==> src/rtl/mips_pc_pkg.sv <==
// mips_pc_pkg: shared state/redirect-source types, default vectors and target alignment
package mips_pc_pkg;
  typedef enum logic [1:0] {RUN, PEND, HALTED} state_e;
  typedef enum logic [2:0] {SRC_SEQ, SRC_EXC, SRC_ERET, SRC_BRANCH, SRC_JUMP} src_e;
  localparam logic [31:0] DEF_RESET_VECTOR = 32'h0000_0000;
  localparam logic [31:0] DEF_EXC_VECTOR = 32'h0000_0080;
  function automatic logic [31:0] align(input logic [31:0] a);
    return a & ~32'h3;
  endfunction
endpackage

==> src/rtl/pc_sequencer_if.sv <==
// pc_sequencer_if: control/redirect inputs and fetch-address outputs of the PC sequencer
// step_mode/step exist only when PC_STEP_EN is defined
interface pc_sequencer_if;
  logic stall, branch_taken, jump, exc_req, eret, halt;
  logic [31:0] branch_target, jump_target, exc_pc;
  logic [31:0] pc, epc;
  logic pc_valid, flush, halted;
`ifdef PC_STEP_EN
  logic step_mode, step;
`endif
  modport master(
    output stall, branch_taken, branch_target, jump, jump_target, exc_req, exc_pc, eret, halt,
`ifdef PC_STEP_EN
    output step_mode, step,
`endif
    input pc, pc_valid, flush, epc, halted
  );
  modport slave(
    input stall, branch_taken, branch_target, jump, jump_target, exc_req, exc_pc, eret, halt,
`ifdef PC_STEP_EN
    input step_mode, step,
`endif
    output pc, pc_valid, flush, epc, halted
  );
endinterface

==> src/rtl/pc_target_sel.sv <==
// pc_target_sel: priority pick of the next fetch target (exc > eret > branch > jump > pc+4), word-aligned
import mips_pc_pkg::*;
module pc_target_sel #(
  parameter logic [31:0] EXC_VECTOR = DEF_EXC_VECTOR
) (
  input  logic [31:0] pc,
  input  logic [31:0] epc,
  input  logic        exc_req,
  input  logic        eret,
  input  logic        branch_taken,
  input  logic [31:0] branch_target,
  input  logic        jump,
  input  logic [31:0] jump_target,
  output logic [31:0] target,
  output src_e        src
);
  always_comb begin
    src = exc_req ? SRC_EXC : eret ? SRC_ERET : branch_taken ? SRC_BRANCH : jump ? SRC_JUMP : SRC_SEQ;
    target = exc_req ? align(EXC_VECTOR) : eret ? align(epc) : branch_taken ? align(branch_target) :
             jump ? align(jump_target) : pc + 32'd4;
  end
endmodule

==> src/rtl/pc_sequencer.sv <==
// pc_sequencer: MIPS PC owner with stall hold, deferred redirects, exceptions and halt
// optional single-step gating of sequential/pending advance under PC_STEP_EN
import mips_pc_pkg::*;
module pc_sequencer #(
  parameter logic [31:0] RESET_VECTOR = DEF_RESET_VECTOR,
  parameter logic [31:0] EXC_VECTOR = DEF_EXC_VECTOR
) (
  input logic clk,
  input logic reset,
  pc_sequencer_if.slave bus
);
  state_e state, state_n;
  src_e src;
  logic [31:0] pc, pc_n, epc, epc_n, pend, pend_n, target;
  logic pc_valid, flush, flush_n, hold;
  pc_target_sel #(.EXC_VECTOR(EXC_VECTOR)) u_sel (
    .pc(pc),
    .epc(epc),
    .exc_req(bus.exc_req),
    .eret(bus.eret),
    .branch_taken(bus.branch_taken),
    .branch_target(bus.branch_target),
    .jump(bus.jump),
    .jump_target(bus.jump_target),
    .target(target),
    .src(src)
  );
`ifdef PC_STEP_EN
  assign hold = bus.stall | (bus.step_mode & ~bus.step);
`else
  assign hold = bus.stall;
`endif
  // pc_valid low means the first post-reset cycle, which fetches RESET_VECTOR before advancing
  always_comb begin
    state_n = state;
    pc_n = pc;
    epc_n = epc;
    pend_n = pend;
    flush_n = 1'b0;
    if (state != HALTED) begin
      if (src == SRC_EXC || src == SRC_ERET) begin
        pc_n = target;
        epc_n = src == SRC_EXC ? bus.exc_pc : epc;
        pend_n = '0;
        flush_n = 1'b1;
        state_n = RUN;
      end else if (bus.halt) begin
        state_n = HALTED;
      end else if (src != SRC_SEQ) begin
        pend_n = bus.stall ? target : pend;
        pc_n = bus.stall ? pc : target;
        flush_n = ~bus.stall;
        state_n = bus.stall ? PEND : RUN;
      end else if (state == PEND) begin
        pc_n = hold ? pc : pend;
        flush_n = ~hold;
        state_n = hold ? PEND : RUN;
      end else begin
        pc_n = (hold || !pc_valid) ? pc : target;
      end
    end
  end
  always_ff @(posedge clk) begin
    if (!reset) begin
      state <= RUN;
      pc <= RESET_VECTOR;
      epc <= '0;
      pend <= '0;
      pc_valid <= 1'b0;
      flush <= 1'b0;
    end else begin
      state <= state_n;
      pc <= pc_n;
      epc <= epc_n;
      pend <= pend_n;
      pc_valid <= state_n != HALTED;
      flush <= flush_n;
    end
  end
  assign bus.pc = pc;
  assign bus.epc = epc;
  assign bus.pc_valid = pc_valid;
  assign bus.flush = flush;
  assign bus.halted = state == HALTED;
endmodule

==> src/flat_wrapper.sv <==
// flat-port wrapper written by rule: the top's interface ports become plain ports
module pc_sequencer_flat 
#(
  parameter logic [31:0] RESET_VECTOR = DEF_RESET_VECTOR,
  parameter logic [31:0] EXC_VECTOR = DEF_EXC_VECTOR
)
  (clk, reset, bus_stall, bus_branch_taken, bus_branch_target, bus_jump, bus_jump_target, bus_exc_req, bus_exc_pc, bus_eret, bus_halt, bus_pc, bus_pc_valid, bus_flush, bus_epc, bus_halted);
  pc_sequencer_if bus_i ();
  input logic clk;
  input logic reset;
  input wire logic [$bits(bus_i.stall)-1:0] bus_stall;
  input wire logic [$bits(bus_i.branch_taken)-1:0] bus_branch_taken;
  input wire logic [$bits(bus_i.branch_target)-1:0] bus_branch_target;
  input wire logic [$bits(bus_i.jump)-1:0] bus_jump;
  input wire logic [$bits(bus_i.jump_target)-1:0] bus_jump_target;
  input wire logic [$bits(bus_i.exc_req)-1:0] bus_exc_req;
  input wire logic [$bits(bus_i.exc_pc)-1:0] bus_exc_pc;
  input wire logic [$bits(bus_i.eret)-1:0] bus_eret;
  input wire logic [$bits(bus_i.halt)-1:0] bus_halt;
  output wire logic [$bits(bus_i.pc)-1:0] bus_pc;
  output wire logic [$bits(bus_i.pc_valid)-1:0] bus_pc_valid;
  output wire logic [$bits(bus_i.flush)-1:0] bus_flush;
  output wire logic [$bits(bus_i.epc)-1:0] bus_epc;
  output wire logic [$bits(bus_i.halted)-1:0] bus_halted;
  assign bus_i.stall = bus_stall;
  assign bus_i.branch_taken = bus_branch_taken;
  assign bus_i.branch_target = bus_branch_target;
  assign bus_i.jump = bus_jump;
  assign bus_i.jump_target = bus_jump_target;
  assign bus_i.exc_req = bus_exc_req;
  assign bus_i.exc_pc = bus_exc_pc;
  assign bus_i.eret = bus_eret;
  assign bus_i.halt = bus_halt;
  assign bus_pc = bus_i.pc;
  assign bus_pc_valid = bus_i.pc_valid;
  assign bus_flush = bus_i.flush;
  assign bus_epc = bus_i.epc;
  assign bus_halted = bus_i.halted;
  pc_sequencer #(.RESET_VECTOR(RESET_VECTOR), .EXC_VECTOR(EXC_VECTOR)) u_core (.clk(clk), .reset(reset), .bus(bus_i));
endmodule
==> config.mk <==
export PLATFORM = sky130hd
export DESIGN_NAME = pc_sequencer_flat
export DESIGN_NICKNAME = d
export VERILOG_FILES = /design/src/rtl/mips_pc_pkg.sv /design/src/rtl/pc_sequencer_if.sv /design/src/rtl/pc_target_sel.sv /design/src/rtl/pc_sequencer.sv /design/src/flat_wrapper.sv
export SDC_FILE = /design/constraint.sdc
export NUM_CORES = 1
export LEC_CHECK = 0
export CORE_AREA = 2 2 116 118
export DETAILED_ROUTE_END_ITERATION = 6
export DIE_AREA = 0 0 118 120
export PLACE_DENSITY = 0.78
export SYNTH_ARGS = -nofsm -noshare
export SYNTH_HDL_FRONTEND = slang
export SYNTH_SLANG_ARGS = --single-unit
==> constraint.sdc <==
create_clock -name clk -period 2.3 [get_ports clk]
set_input_delay 0.575 -clock clk [delete_from_list [all_inputs] [get_ports clk]]
set_output_delay 0.575 -clock clk [all_outputs]
set_load 0.01 [all_outputs]
==> results of run 1 <==
## synthesized netlist by cell type, drive strengths merged (2+ instances only)
| master | number | area share (%) |
|---|---|---|
| or3 | 4 | 0.57 |
| o2111ai | 3 | 0.50 |
| nor4 | 3 | 0.76 |
| nand3 | 17 | 1.6 |
| o211ai | 13 | 1.8 |
| nand2 | 120 | 8.5 |
| o21bai | 4 | 0.57 |
| o31ai | 2 | 0.28 |
| nor2 | 55 | 3.9 |
| mux2i | 4 | 0.76 |
| a221oi | 7 | 1.4 |
| o311ai | 3 | 0.50 |
| o22ai | 22 | 2.6 |
| a2111oi | 3 | 0.50 |
| a32oi | 3 | 0.50 |
| nor3 | 25 | 2.5 |
| a22oi | 17 | 2.4 |
| a311oi | 3 | 0.62 |
| and3 | 4 | 0.47 |
| a21oi | 92 | 8.8 |
| o22a | 2 | 0.33 |
| nand4 | 9 | 1.4 |
| clkbuf | 41 | 2.9 |
| o221ai | 2 | 0.66 |
| a21o | 2 | 0.28 |
| inv | 10 | 0.71 |
| xnor2 | 8 | 1.3 |
| or2 | 4 | 0.47 |
| a211oi | 7 | 1.1 |
| o221a | 2 | 0.59 |
| nand2b | 9 | 1.1 |
| nor2b | 4 | 0.47 |
| dfxtp | 100 | 38 |
| o211a | 2 | 0.38 |
| buf | 15 | 1.9 |
| nand3b | 2 | 0.28 |
| a31oi | 2 | 0.24 |
| xor2 | 9 | 1.5 |
| o21ai | 46 | 4.4 |
## stage by stage
step                setup TNS, ns  utilization, %  hold slack, ns  total power [uW]  area [um^2]
floorplan                  -0.270               -           0.432              2430         5310
finish                          0            62.2           0.451              4580         8070
detailed placement         -22.05            59.3           0.445              3050         7700
CTS                       -0.0189            61.6           0.453              4570         8000
global route                    0            62.2           0.486              4750         8070
global placement           -20.18            59.3           0.439              3040         7700
## path summary, 6_finish.rpt
check | startpoint | to | cells past startpoint
setup / recovery | u_core.state[0]$_SDFF_PN0_ | bus_halted | 3
hold / removal | u_core.pend[16]$_SDFFE_PN0P_ | u_core.pend[16]$_SDFFE_PN0P_ | 2
setup reg to reg | u_core.bus.pc[7]$_SDFFE_PN0P_ | u_core.bus.pc[28]$_SDFFE_PN0P_ | 7
hold reg to reg | u_core.pend[16]$_SDFFE_PN0P_ | u_core.pend[16]$_SDFFE_PN0P_ | 2
## power by group through the flow
| stage | Sequential [uW] | Combinational (uW) | Clock [uW] |
|---|---|---|---|
| after floorplan | 1990 | 433 | 0 |
| after global placement | 1960 | 1080 | 0 |
| after detailed placement | 1960 | 1090 | 0 |
| after CTS | 1920 | 1100 | 1550 |
| after global routing | 1940 | 1200 | 1610 |
| final | 1930 | 1120 | 1540 |
## flip-flops by register name (all words and copies together) (netlist names)
name	count
u_core.bus.pc_valid	1
u_core.pend	32
u_core.state	2
u_core.bus.epc	32
u_core.bus.flush	1
u_core.bus.pc	32
## what timing repair did
| item | 4_1_cts | 5_1_grt |
|---|---|---|
| buffers inserted | 0 | 0 |
| cloned | 0 | 1 |
| pin swaps | 2 | 5 |
| endpoints found under the setup margin | 27 | 65 |
| gates resized for setup | 4 | 18 |
## final cells by class
cell class | instances | area share (%)
well taps | 176 | 2.73
clock buffers | 9 | 2.79
inverters | 11 | 0.512
clock inverters | 6 | 0.806
multi-input cells | 527 | 37.5
repair buffers | 258 | 30.9
flip-flops and latches | 100 | 24.8
## worst max-delay path: stages, from the launching register on
cell,delay [ns]
dfxtp_1,0.32
nand2b_2,0.26
inv_2,0.14
clkdlybuf4s50_1,0.56
## cells by family after synthesis
kind of cell	count (synthesis)	synth area share, %
compound gates	241	29.2
simple gates	263	23.3
flops	100	37.9
fa+ha+maj	1	0.237
xor+xnor	17	2.82
buf+inv	67	5.61
mux	5	0.971
## per-layer routing
layer	wire, um	GRT usage (%)	vias up
met5	0	0	-
met2	9000	43.6	289
met4	360	8.96	0
li1	-	-	2935
met1	8040	34.9	2877
met3	1850	7.84	33
==> metrics.cfg, run 1 <==
[run_status]
status=finished, final reports clean

[timing]
hold_viol=0
slew_headroom_pct=70.0
fin_crit_sh_pct=96.1
clock_skew_ns=0.00704
worst_pin_slew_ns=0.439
max_freq_mhz=452
fin_ws_ns=0.0892
drv_slew=0
finalCriticalPeriod_ns=2.21
setup_viol_count_final=0
rsz0062_at_grt=false

[flow_run]
drv_cap=0

[global_routing]
grtUsageTotal_pct=27.1
antenna_found_initial=0
grt_first_pass_wirelength_mm=30.5
overflow=0
grt_max_degree=46
grt_pass1_vias=5766

[setup_path]
end_kind=primary output
path_class=flop to primary output
crit_required_ns=1.73
worstSetupStartpointType=flop
timing.reg2reg.setup_slack_ns=0.10
cp.arrival_ns=1.64
crit_fanout=5

[yosys]
syn-cell-area_um2=5280
synth_ff_type=dfxtp_1
ys_seq_area_share_pct=37.9
synth_nets=799
avgSynthCellArea_um2=7.61
netlist_instances=694
synth_edf_count=0
synth_seq_cells=100
yosysWarnings=0
synth_async_sr_flop_share_pct=0
ys_types=68

[cells_and_area]
n_antenna_cell=0
final_common_cell=clkdlybuf4s50_1
fillers=1183
finalNonFillerCells=1087
layout-drive-gt1-share_pct=15.1
multi_input_area_um2=3020
final_cell_mix=163 x clkdlybuf4s50_1, 120 x nand2_1, 100 x dfxtp_1
area_growth_pct=52.8
nets=1012
seq_area_um2=2000

[placement]
io_buffers=166
pre_cts_slack_ns=-0.407
place.gp.congestion=0.961
dp_cells=1071
dp.final_hpwl_mm=14.3

[detailed_routing]
viasPerCell=5.64
vias=6134
drc=0
drtPass1Iterations=5
postRouteAntennaNets=0
finalWirelength_mm=19.2
drt_iter0_markers=626
avgRoutedWirePerCell_um=17.7

[pwr]
intPower_uw=3260
power_leakage_uw=0.00301
p_per_area_nw_per_um2=568
power_frac_comb_pct=24.4
power_frac_clock_pct=33.5
swShare_pct=28.9
switching_power_uw=1320
seqPwrFrac_pct=42.0
ir_drop_mv=0.313

[clock_tree]
cts.sinks=100
clk_pin_slew_ns=0.07
clockBufferDepth=2
cts_tree=yes
cts_hold_buf=0
clock_latency_ns=0.35
cts_made_buffers=9
htree_levels=3
root_buffer=clkbuf_16

[die]
row_count=42
ios=171
initial_core_util_pct=40.7
die_w_um=118
dieArea_um2=14200
core_region_area_um2=13000
dieHeight_um=120

[min_path]
hp-class=flop to flop

Note: power is estimated with default switching activity, not from simulation.
==> inputs of run 2 (changes only) <==
--- a/config.mk
+++ b/config.mk
@@ -5,10 +5,12 @@
 export SDC_FILE = /design/constraint.sdc
 export NUM_CORES = 1
 export LEC_CHECK = 0
-export CORE_AREA = 2 2 116 118
+export CELL_PAD_IN_SITES_DETAIL_PLACEMENT = 1
+export CELL_PAD_IN_SITES_GLOBAL_PLACEMENT = 1
+export CORE_AREA = 2 2 136 138
 export DETAILED_ROUTE_END_ITERATION = 6
-export DIE_AREA = 0 0 118 120
-export PLACE_DENSITY = 0.78
+export DIE_AREA = 0 0 138 140
+export PLACE_DENSITY = 0.79
 export SYNTH_ARGS = -nofsm -noshare
 export SYNTH_HDL_FRONTEND = slang
 export SYNTH_SLANG_ARGS = --single-unit
==> run 2 against run 1 <==
Compared with the run above:
- setup slack worse by 0.045 ns
- power increased by 5.6%
- critical path depth grew 5
- combinational power up 7%
==> metrics.cfg, run 2 (same netlist as run 1, synthesis figures left out) <==
[run_status]
status=finished, final reports clean  ; unchanged

[clock_tree]
clockBufferDepth=2  ; unchanged
clock_latency_ns=0.36  ; was 0.35 ns
cts_tree=yes  ; unchanged
cts.sinks=100  ; unchanged
root_buffer=clkbuf_16  ; unchanged
htree_levels=3  ; unchanged
clk_pin_slew_ns=0.07  ; about the same
cts_made_buffers=9  ; unchanged

[setup_path]
crit_family=simple AND/OR/NAND/NOR gates  ; was buffers and inverters
r2r_cells=8  ; was 7
path_depth=8  ; was 3
worstSetupStartpointType=flop  ; unchanged
path_class=flop to flop  ; was flop to primary output
crit_fanout=6  ; was 5
crit_required_ns=2.58  ; was 1.73 ns
crit_path_start=u_core.bus.pc[2]$_SDFFE_PN0P_  ; was u_core.state[0]$_SDFF_PN0_
critPathSlowestCell=or3b_2  ; was clkdlybuf4s50_1
endpoint=u_core.pend[11]$_SDFFE_PN0P_  ; was bus_halted
reg2reg_to=u_core.pend[11]$_SDFFE_PN0P_  ; was u_core.bus.pc[28]$_SDFFE_PN0P_
end_kind=flop  ; was primary output
timing.reg2reg.setup_slack_ns=0.04  ; was 0.10 ns
cp.arrival_ns=2.53  ; was 1.64 ns
crit_buf_inv=2  ; unchanged
crit_chain=buf_4, nand3_1, buf_4, nor3_1, xor2_1, o22ai_1, or3b_2, a21oi_1  ; was nand2b_2, inv_2, clkdlybuf4s50_1
timing.rr.start=u_core.bus.pc[2]$_SDFFE_PN0P_  ; was u_core.bus.pc[7]$_SDFFE_PN0P_
cp_common_cell=buf_4
max_stage_delay_ns=0.49  ; was 0.56 ns

[timing]
slew_headroom_pct=67.6  ; was 70.0%
finalCriticalPeriod_ns=2.26  ; was 2.21 ns
holdWs_ns=0.460  ; was 0.451 ns
worst_pin_slew_ns=0.474  ; was 0.439 ns
fin_crit_sh_pct=98.1  ; was 96.1%
timing.setup.tns_ns=0  ; unchanged
clock_skew_ns=0.0105  ; was 0.00704 ns
fin_ws_ns=0.0443  ; was 0.0892 ns
setup_viol_count_final=0  ; unchanged
max_freq_mhz=443  ; was 452 MHz
hold_viol=0  ; unchanged
drv_slew=0  ; unchanged

[cells_and_area]
n_antenna_cell=0  ; unchanged
area_growth_pct=58.6  ; was 52.8%
layout-drive-gt1-share_pct=17.3  ; was 15.1%
nets=1030  ; was 1,012
final_common_cell=clkdlybuf4s50_1  ; unchanged
final_util_pct=47.1  ; was 62.2%
reg_top3=u_core.bus.epc x32, u_core.bus.pc x32, u_core.pend x32  ; unchanged
final_cell_mix=163 x clkdlybuf4s50_1, 118 x nand2_1, 99 x dfxtp_1  ; was 163 x clkdlybuf4s50_1, 120 x nand2_1, 100 x dfxtp_1

[flow_run]
drv_cap=0  ; unchanged

[die]
dieArea_um2=19300  ; was 14,200 um^2
initial_core_util_pct=29.7  ; was 40.7%
die_w_um=138  ; was 118 um
dieHeight_um=140  ; was 120 um
ios=171  ; unchanged
row_count=49  ; was 42
core_region_area_um2=17800  ; was 13,000 um^2

[detailed_routing]
viasPerCell=5.46  ; was 5.64
vias=6328  ; was 6,134
avgRoutedWirePerCell_um=20.6  ; was 17.7 um
drtPass1Iterations=5  ; unchanged
postRouteAntennaNets=0  ; unchanged
drt_iter0_markers=599  ; was 626
drc=0  ; unchanged
finalWirelength_mm=23.9  ; was 19.2 mm

[pwr]
p_per_area_nw_per_um2=578  ; was 568 nW/um^2
total_power_uw=4840  ; was 4580 uW
power_leakage_uw=0.00314  ; was 0.00301 uW
ir_drop_mv=0.396  ; was 0.313 mV

[min_path]
hp-class=flop to flop  ; unchanged

[placement]
place.gp.congestion=0.885  ; was 0.961
io_buffers=166  ; unchanged
pre_cts_slack_ns=-0.487  ; was -0.407 ns
dp.final_hpwl_mm=17.2  ; was 14.3 mm

[global_routing]
antenna_found_initial=0  ; unchanged
grt_pass1_vias=6306  ; was 5,766
grt_max_degree=50  ; was 46
grt_first_pass_wirelength_mm=35.6  ; was 30.5 mm
grtUsageTotal_pct=23.1  ; was 27.1%
overflow=0  ; unchanged

-- run 2: changes by cell type in the layout (fill, tap and decap cells not counted), moves of 2 or more --
cell       previous run  this run
buf_4                77        93
nor3_2                6         4
clkbuf_16             9        11
nor3_1               19        21
buf_12                9        11
nand2_2               0         2
nand2_1             120       118
-- run 2: layout make-up --
class	count	area (um^2)
clock buffer	11	243
clock inverter	5	82.6
fill	2132	9410
inverter	11	41.3
multi-input combinational	527	3040
sequential	100	2000
tap	229	287
timing repair buffer	276	2680
-- run 2: report_power, final --
part,internal (uW),switching (uW)
combinational,619,576
sequential,1820,103
clock,992,728
-- run 2: how the worst min path moves through the flow --
stage | startpoint | endpoint | slack [ns] | cells after the start
after CTS | u_core.pend[21]$_SDFFE_PN0P_ | u_core.pend[21]$_SDFFE_PN0P_ | 0.46 | 2
after global placement | u_core.pend[15]$_SDFFE_PN0P_ | u_core.pend[15]$_SDFFE_PN0P_ | 0.44 | 2
final | u_core.bus.epc[1]$_SDFFE_PN0P_ | u_core.bus.epc[1]$_SDFFE_PN0P_ | 0.46 | 2
after global routing | u_core.bus.epc[1]$_SDFFE_PN0P_ | u_core.bus.epc[1]$_SDFFE_PN0P_ | 0.49 | 2
after detailed placement | u_core.pend[21]$_SDFFE_PN0P_ | u_core.pend[21]$_SDFFE_PN0P_ | 0.45 | 2
after floorplan | u_core.pend[15]$_SDFFE_PN0P_ | u_core.pend[15]$_SDFFE_PN0P_ | 0.43 | 2
-- run 2: what timing repair did --
| item | CTS | global route |
|---|---|---|
| endpoints found under the setup margin | 37 | 41 |
| pin swaps | 5 | 9 |
| cloned | 0 | 3 |
| buffers inserted | 1 | 6 |
| hold endpoints to repair | 0 | 0 |
| hold buffers | 0 | 0 |
| resized for setup | 11 | 14 |
-- run 2: metal layers --
layer | track usage [%] | routed length (um) | up-vias
met5 | 0 | 0 | -
met4 | 6.50 | 616 | 0
met3 | 4.17 | 1410 | 39
met2 | 38.3 | 11300 | 228
met1 | 30.8 | 10600 | 3097
li1 | - | - | 2964
-- run 2: worst reg2reg max path: stages, from the launching register on --
cell     delay (ns)
dfxtp_1        0.34
buf_4          0.15
nand3_1        0.16
buf_4          0.20
nor3_1         0.30
xor2_1         0.22
o22ai_1        0.13
or3b_2         0.49
a21oi_1        0.20
-- run 2: through the flow --
stage / area, um^2 / instances
floorplan: 5310 / 694
global placement: 7870 / 1133
detailed placement: 7870 / 1133
CTS: 8230 / 1150
global route: 8370 / 1159
finish: 8370 / 1159
